**config.mk**
```make
export PLATFORM = sky130hd
export DESIGN_NAME = dmem_arbiter
export DESIGN_NICKNAME = d
export VERILOG_FILES = /design/src/rtl/dmem_arbiter_pkg.sv /design/src/rtl/dmem_arbiter_starve_counter.sv /design/src/rtl/dmem_arbiter.sv
export SDC_FILE = /design/constraint.sdc
export NUM_CORES = 1
export LEC_CHECK = 0
export ABC_AREA = 1
export BUFFER_PORTS_ARGS = -buffer_cell sky130_fd_sc_hd__buf_2
export CAP_MARGIN = 20
export CORE_AREA = 4 4 97 99
export CTS_CLUSTER_DIAMETER = 200
export DETAILED_ROUTE_END_ITERATION = 16
export DIE_AREA = 0 0 101 103
export PLACE_DENSITY = 0.7
export SYNTH_ARGS = -nofsm -noshare
export SYNTH_HDL_FRONTEND = slang
export SYNTH_SLANG_ARGS = --single-unit
```
**constraint.sdc**
```tcl
create_clock -name clk -period 1.6 [get_ports clk]
set_input_delay 0.16 -clock clk [delete_from_list [all_inputs] [get_ports clk]]
set_output_delay 0.16 -clock clk [all_outputs]
set_load 0.005 [all_outputs]
```
**src/rtl/dmem_arbiter_pkg.sv**
```systemverilog
// Shared definitions for the data-memory port arbiter: ownership states and
// the sizing helper for the debug starvation counter.
package dmem_arbiter_pkg;

  typedef enum logic {
    ARB_CPU_OWN = 1'b0,
    ARB_DBG_OWN = 1'b1
  } arb_state_e;

  // Counter must be able to hold the value max_val itself.
  function automatic int cnt_width(input int max_val);
    return (max_val < 1) ? 1 : $clog2(max_val + 1);
  endfunction

endpackage

```
**src/rtl/dmem_arbiter_starve_counter.sv**
```systemverilog
// Saturating up-counter with priority clear, used to count consecutive cycles
// in which a debug request was denied.
module dmem_arbiter_starve_counter #(
  parameter int MAX = 8,
  parameter int W   = 4
) (
  input  logic         clk,
  input  logic         rst_n,
  input  logic         clr_i,
  input  logic         inc_i,
  output logic [W-1:0] cnt_o,
  output logic         at_max_o
);

  logic [W-1:0] cnt_q;
  logic [W-1:0] cnt_d;

  assign at_max_o = (cnt_q == W'(MAX));
  assign cnt_o    = cnt_q;

  always_comb begin
    cnt_d = cnt_q;
    if (clr_i) begin
      cnt_d = '0;
    end else if (inc_i && !at_max_o) begin
      cnt_d = cnt_q + W'(1);
    end
  end

  always_ff @(posedge clk or negedge rst_n) begin
    if (!rst_n) begin
      cnt_q <= '0;
    end else begin
      cnt_q <= cnt_d;
    end
  end

endmodule

```
**src/rtl/dmem_arbiter.sv**
```systemverilog
// Shares the lsu port between the M-stage and a debug/loader master. The CPU
// has priority; starvation forcing and a lock mode guarantee debug progress.
module dmem_arbiter
  import dmem_arbiter_pkg::*;
#(
  parameter int ADDR_W     = 16,
  parameter int STARVE_MAX = 8
) (
  input  logic              clk,
  input  logic              rst_n,
  input  logic              cpu_req,
  input  logic              cpu_we,
  input  logic [ADDR_W-1:0] cpu_addr,
  input  logic [31:0]       cpu_wdata,
  input  logic [2:0]        cpu_mode,
  output logic [31:0]       cpu_rdata,
  output logic              cpu_stall,
  input  logic              dbg_req,
  input  logic              dbg_we,
  input  logic [ADDR_W-1:0] dbg_addr,
  input  logic [31:0]       dbg_wdata,
  input  logic [2:0]        dbg_mode,
  input  logic              dbg_lock,
  output logic              dbg_gnt,
  output logic              dbg_rvalid,
  output logic [31:0]       dbg_rdata,
  output logic              mem_wr_en,
  output logic [ADDR_W-1:0] mem_addr,
  output logic [31:0]       mem_wdata,
  output logic [2:0]        mem_mode,
  input  logic [31:0]       mem_rdata
);

  localparam int CNT_W = cnt_width(STARVE_MAX);

  arb_state_e  state_q;
  arb_state_e  state_d;
  logic        gnt_c;
  logic        stall_c;
  logic        dbg_drives_c;
  logic        starve_at_max;
  logic        starve_clr;
  logic        starve_inc;
  logic [CNT_W-1:0] starve_cnt;
  logic        rvalid_q;
  logic        rvalid_d;
  logic [31:0] rdata_q;
  logic [31:0] rdata_d;

  always_comb begin
    state_d      = state_q;
    gnt_c        = 1'b0;
    stall_c      = 1'b0;
    dbg_drives_c = 1'b0;
    case (state_q)
      ARB_CPU_OWN: begin
        gnt_c        = dbg_req && (!cpu_req || starve_at_max);
        stall_c      = cpu_req && gnt_c;
        dbg_drives_c = gnt_c;
        if (gnt_c && dbg_lock) begin
          state_d = ARB_DBG_OWN;
        end
      end
      ARB_DBG_OWN: begin
        // CPU is frozen for the whole ownership window, even on idle debug cycles.
        gnt_c        = dbg_req;
        stall_c      = cpu_req;
        dbg_drives_c = 1'b1;
        if (!dbg_lock) begin
          state_d = ARB_CPU_OWN;
        end
      end
      default: state_d = ARB_CPU_OWN;
    endcase
  end

  always_ff @(posedge clk or negedge rst_n) begin
    if (!rst_n) begin
      state_q <= ARB_CPU_OWN;
    end else begin
      state_q <= state_d;
    end
  end

  assign starve_clr = (state_q == ARB_DBG_OWN) || gnt_c || !dbg_req;
  assign starve_inc = dbg_req && !gnt_c;

  dmem_arbiter_starve_counter #(
    .MAX (STARVE_MAX),
    .W   (CNT_W)
  ) u_starve_counter (
    .clk      (clk),
    .rst_n    (rst_n),
    .clr_i    (starve_clr),
    .inc_i    (starve_inc),
    .cnt_o    (starve_cnt),
    .at_max_o (starve_at_max)
  );

  // A stalled CPU store is masked simply because debug owns the port mux.
  assign mem_addr  = dbg_drives_c ? dbg_addr  : cpu_addr;
  assign mem_wdata = dbg_drives_c ? dbg_wdata : cpu_wdata;
  assign mem_mode  = dbg_drives_c ? dbg_mode  : cpu_mode;
  assign mem_wr_en = dbg_drives_c ? (dbg_we && dbg_req) : (cpu_we && cpu_req);

  assign cpu_rdata = mem_rdata;
  assign cpu_stall = stall_c;
  assign dbg_gnt   = gnt_c;

  always_comb begin
    rvalid_d = 1'b0;
    rdata_d  = rdata_q;
    if (gnt_c && !dbg_we) begin
      rvalid_d = 1'b1;
      rdata_d  = mem_rdata;
    end
  end

  always_ff @(posedge clk or negedge rst_n) begin
    if (!rst_n) begin
      rvalid_q <= 1'b0;
      rdata_q  <= '0;
    end else begin
      rvalid_q <= rvalid_d;
      rdata_q  <= rdata_d;
    end
  end

  assign dbg_rvalid = rvalid_q;
  assign dbg_rdata  = rdata_q;

endmodule

```
==> results.toml <==
[synthesis]
synth_cell_types = 22
avgSynthCellArea_um2 = 6.91
synth_edf_count = 0
synthesis.nets = 522
ys_async_sr_fraction_pct = 100
synthTopCellsByArea = "dfrtp_1 (36%), nand2_1 (24%), nand3_1 (9.9%)"
synthXorXnorAreaFrac_pct = 0.669
synth_ff_type = "dfrtp_1"
yosysWarnings = 0
syn_inst = 379
yosys-top-cells-count = "nand2_1 (170), nand3_1 (52), dfrtp_1 (38)"
synth_mux_area_share_pct = 0
synth-simple-area-share_pct = 44.8
synth_top_family_by_area = "simple AND/OR/NAND/NOR gates"
synth_fa_ha_area_share_pct = 0.955
synth.cell_area_mm2 = 0.00262
synth_top_area_share_pct = 36.3
ys_ff_latch = 38
yosysTopAreaCell = "dfrtp_1"
synth.most_common_cell = "nand2_1"
synth-compound-area-share_pct = 0.478
synth_seq_area_share_pct = 36.3

[placed_design]
dp_cells = 698
routabilityCongestion = 0.891
preCtsSetupSlack_ps = 40.7
dp_hpwl_mm = 8.17
portBuffers = 259
place_area_mm2 = 0.00380

[floorplan]
die-height_um = 103
die-area_mm2 = 0.0104
core.rowCount = 34
start_util_pct = 30.6
core_mm2 = 0.00855
top_level_ports = 260
die_w_um = 101

[routing]
ant_nets = 0
post_drt_wl_per_cell_um = 15.1
drt-total-wl_mm = 10.8
dr.first_iter.drc_count = 91
vias_per_cell = 4.72
drc = 0
first_pass_iters = 4
vias = 3365

[grt]
antenna_found_initial = 0
grt_pass1_wl_mm = 15.4
grt_pass1_vias = 3181
grt_max_degree = 54
track_usage_pct = 18.5
overflow = 0

[sta]
finalSetupViolCount = 54
tightest_slew_ps = 497
fin_crit_ps = 1850
slew_viol_final = 0
maxSlewHeadroom_pct = 66.9
skew_ps = 6.60
period_share_pct = 115
fin_ws_ps = -247
max_freq_mhz = 542
rsz0062_at_grt = "true"
hold_viol_final = 0

[power]
clockPowerShare_pct = 29.3
p_leak_nw = 2.58
intPower_w = 0.00240
p_total_w = 0.00347
netSwitchingFraction_pct = 31.0
pwr-share-comb_pct = 36.4
powerDensity_mw_per_mm2 = 837
vdd_drop_max_v = 0.000643
p_seq_share_pct = 34.3
p_sw_w = 0.00108

[setup_path]
cp_max_fo = 3
cp.arrival_ps = 1690
cpLargestDelayFamily = "buffers and inverters"
path_class = "reg2out"
cp-end-kind = "output pin"
cp-start-kind = "register"
crit_required_ps = 1440
path_cells = "inv_1 -> ha_1 -> nand3_2 -> nand2_4 -> buf_4 -> buf_8 -> nand3_2 -> nand2_1 -> inv_1 -> buf_2"
cpPeakStageDelay_ps = 400
path_buf_inv = 5
slowest_stage = "dfrtp_1"

[final_layout]
syn_to_final_growth_pct = 58.2
layout-drive-gt1-share_pct = 48.8
fin_nets = 747
fin_cells = 713
design_area_mm2 = 0.00415
diodes = 0
post-route-util_pct = 48.5

[clock_network]
clockRootBuffer = "clkbuf_8"
numCtsBuffers = 5
clock_sink_count = 38
clk_pin_slew_worst_paths_ps = 80
cts_buffer_depth = 2
clk_latency_ps = 290
cts_tree = "built"
htree_levels = 2

[flow_run]
maxCapViolCount = 0

[status]
violations = "negative setup slack"
outcome = "complete, but fails checks"

[worst_hold_path]
hp-class = "in2reg"
## per-stage QoR
step	TNS, ps	hold WS, ps
after floorplan	0	-136
after global placement	0	237
after detailed placement	0	242
after CTS	-12400	117
after global routing	-19500	125
final	-10980	126
## cell families (layout without fill, tap and decap cells)
group | after synthesis | count (layout)
adder cells (fa/ha/maj) | 2 | 2
AO/OA/AOI/OAI | 2 | 2
AND/OR/NAND/NOR | 264 | 264
XOR/XNOR | 2 | 2
flip-flops | 38 | 38
buffers and inverters | 71 | 297
## power by group through the flow
| stage | combinational, W | clock, W | sequential [W] |
|---|---|---|---|
| 5_1_grt | 0.00141 | 0.00107 | 0.00121 |
| 4_1_cts | 0.00125 | 0.00105 | 0.00119 |
| 3_5_place_dp | 0.00119 | 0 | 0.00120 |
| 2_1_floorplan | 0.000546 | 0 | 0.00122 |
| 6_report | 0.00126 | 0.00102 | 0.00119 |
| 3_3_place_gp | 0.00117 | 0 | 0.00120 |
## flip-flops by register name (all words and copies together), names as in the netlist
signal,count
dbg_rdata,32
dbg_rvalid,1
state_q,1
u_starve_counter.cnt_o,4
## path summary, 6_finish.rpt
check | startpoint | endpoint | slack [ps] | cells past startpoint
worst max-delay path | u_starve_counter.cnt_o[1] | mem_wr_en | -250 | 10
worst min-delay path | mem_rdata[12] | dbg_rdata[12] | 130 | 3
worst max register to register | u_starve_counter.cnt_o[1] | dbg_rdata[15] | 40 | 10
worst min register to register | dbg_rdata[31] | dbg_rdata[31] | 470 | 2
max in group asynchronous | rst_n | dbg_rdata[27] | 800 | 3
min in group asynchronous | rst_n | dbg_rdata[4] | 440 | 3
## timing repair
action / in CTS / in global routing
endpoints found under the hold margin: 38 / 0
endpoints found under the setup margin: 54 / 86
gates resized for setup: 13 / 5
hold buffers: 1 / 0
cloned: 2 / 2
pin swaps: 0 / 0
buffers inserted: 2 / 0
## final cells by class
class,count,area [um2]
Clock buffer,6,82.6
Clock inverter,2,60.1
Fill cell,878,4410
Inverter,10,37.5
Multi-Input combinational cell,270,1260
Sequential cell,38,951
Tap cell,108,135
Timing Repair Buffer,279,1620
## worst min-delay path, stage by stage
cell and delay, ps:
buf_2 100, nand4_1 70, nand2_1 50
## layer usage
metal / GRT usage (%) / up-vias / wire [um]
met1: 22.6 / 1509 / 4110
li1: - / 1645 / -
met4: 6.13 / 0 / 226
met2: 32.4 / 191 / 5190
met3: 4.26 / 20 / 1270
met5: 0 / - / 0
## cells in the final DEF (no fill, tap or decap), drive strengths merged
master	n
ha	2
dfrtp	38
inv	9
dlygate4sd3	1
a21boi	1
a21oi	1
clkbuf	8
nand3	54
nor2	5
nand4	32
xnor2	1
buf	276
clkinv	1
nand2	173
xor2	1
bufinv	2
Note: power is estimated with default switching activity, not from simulation.
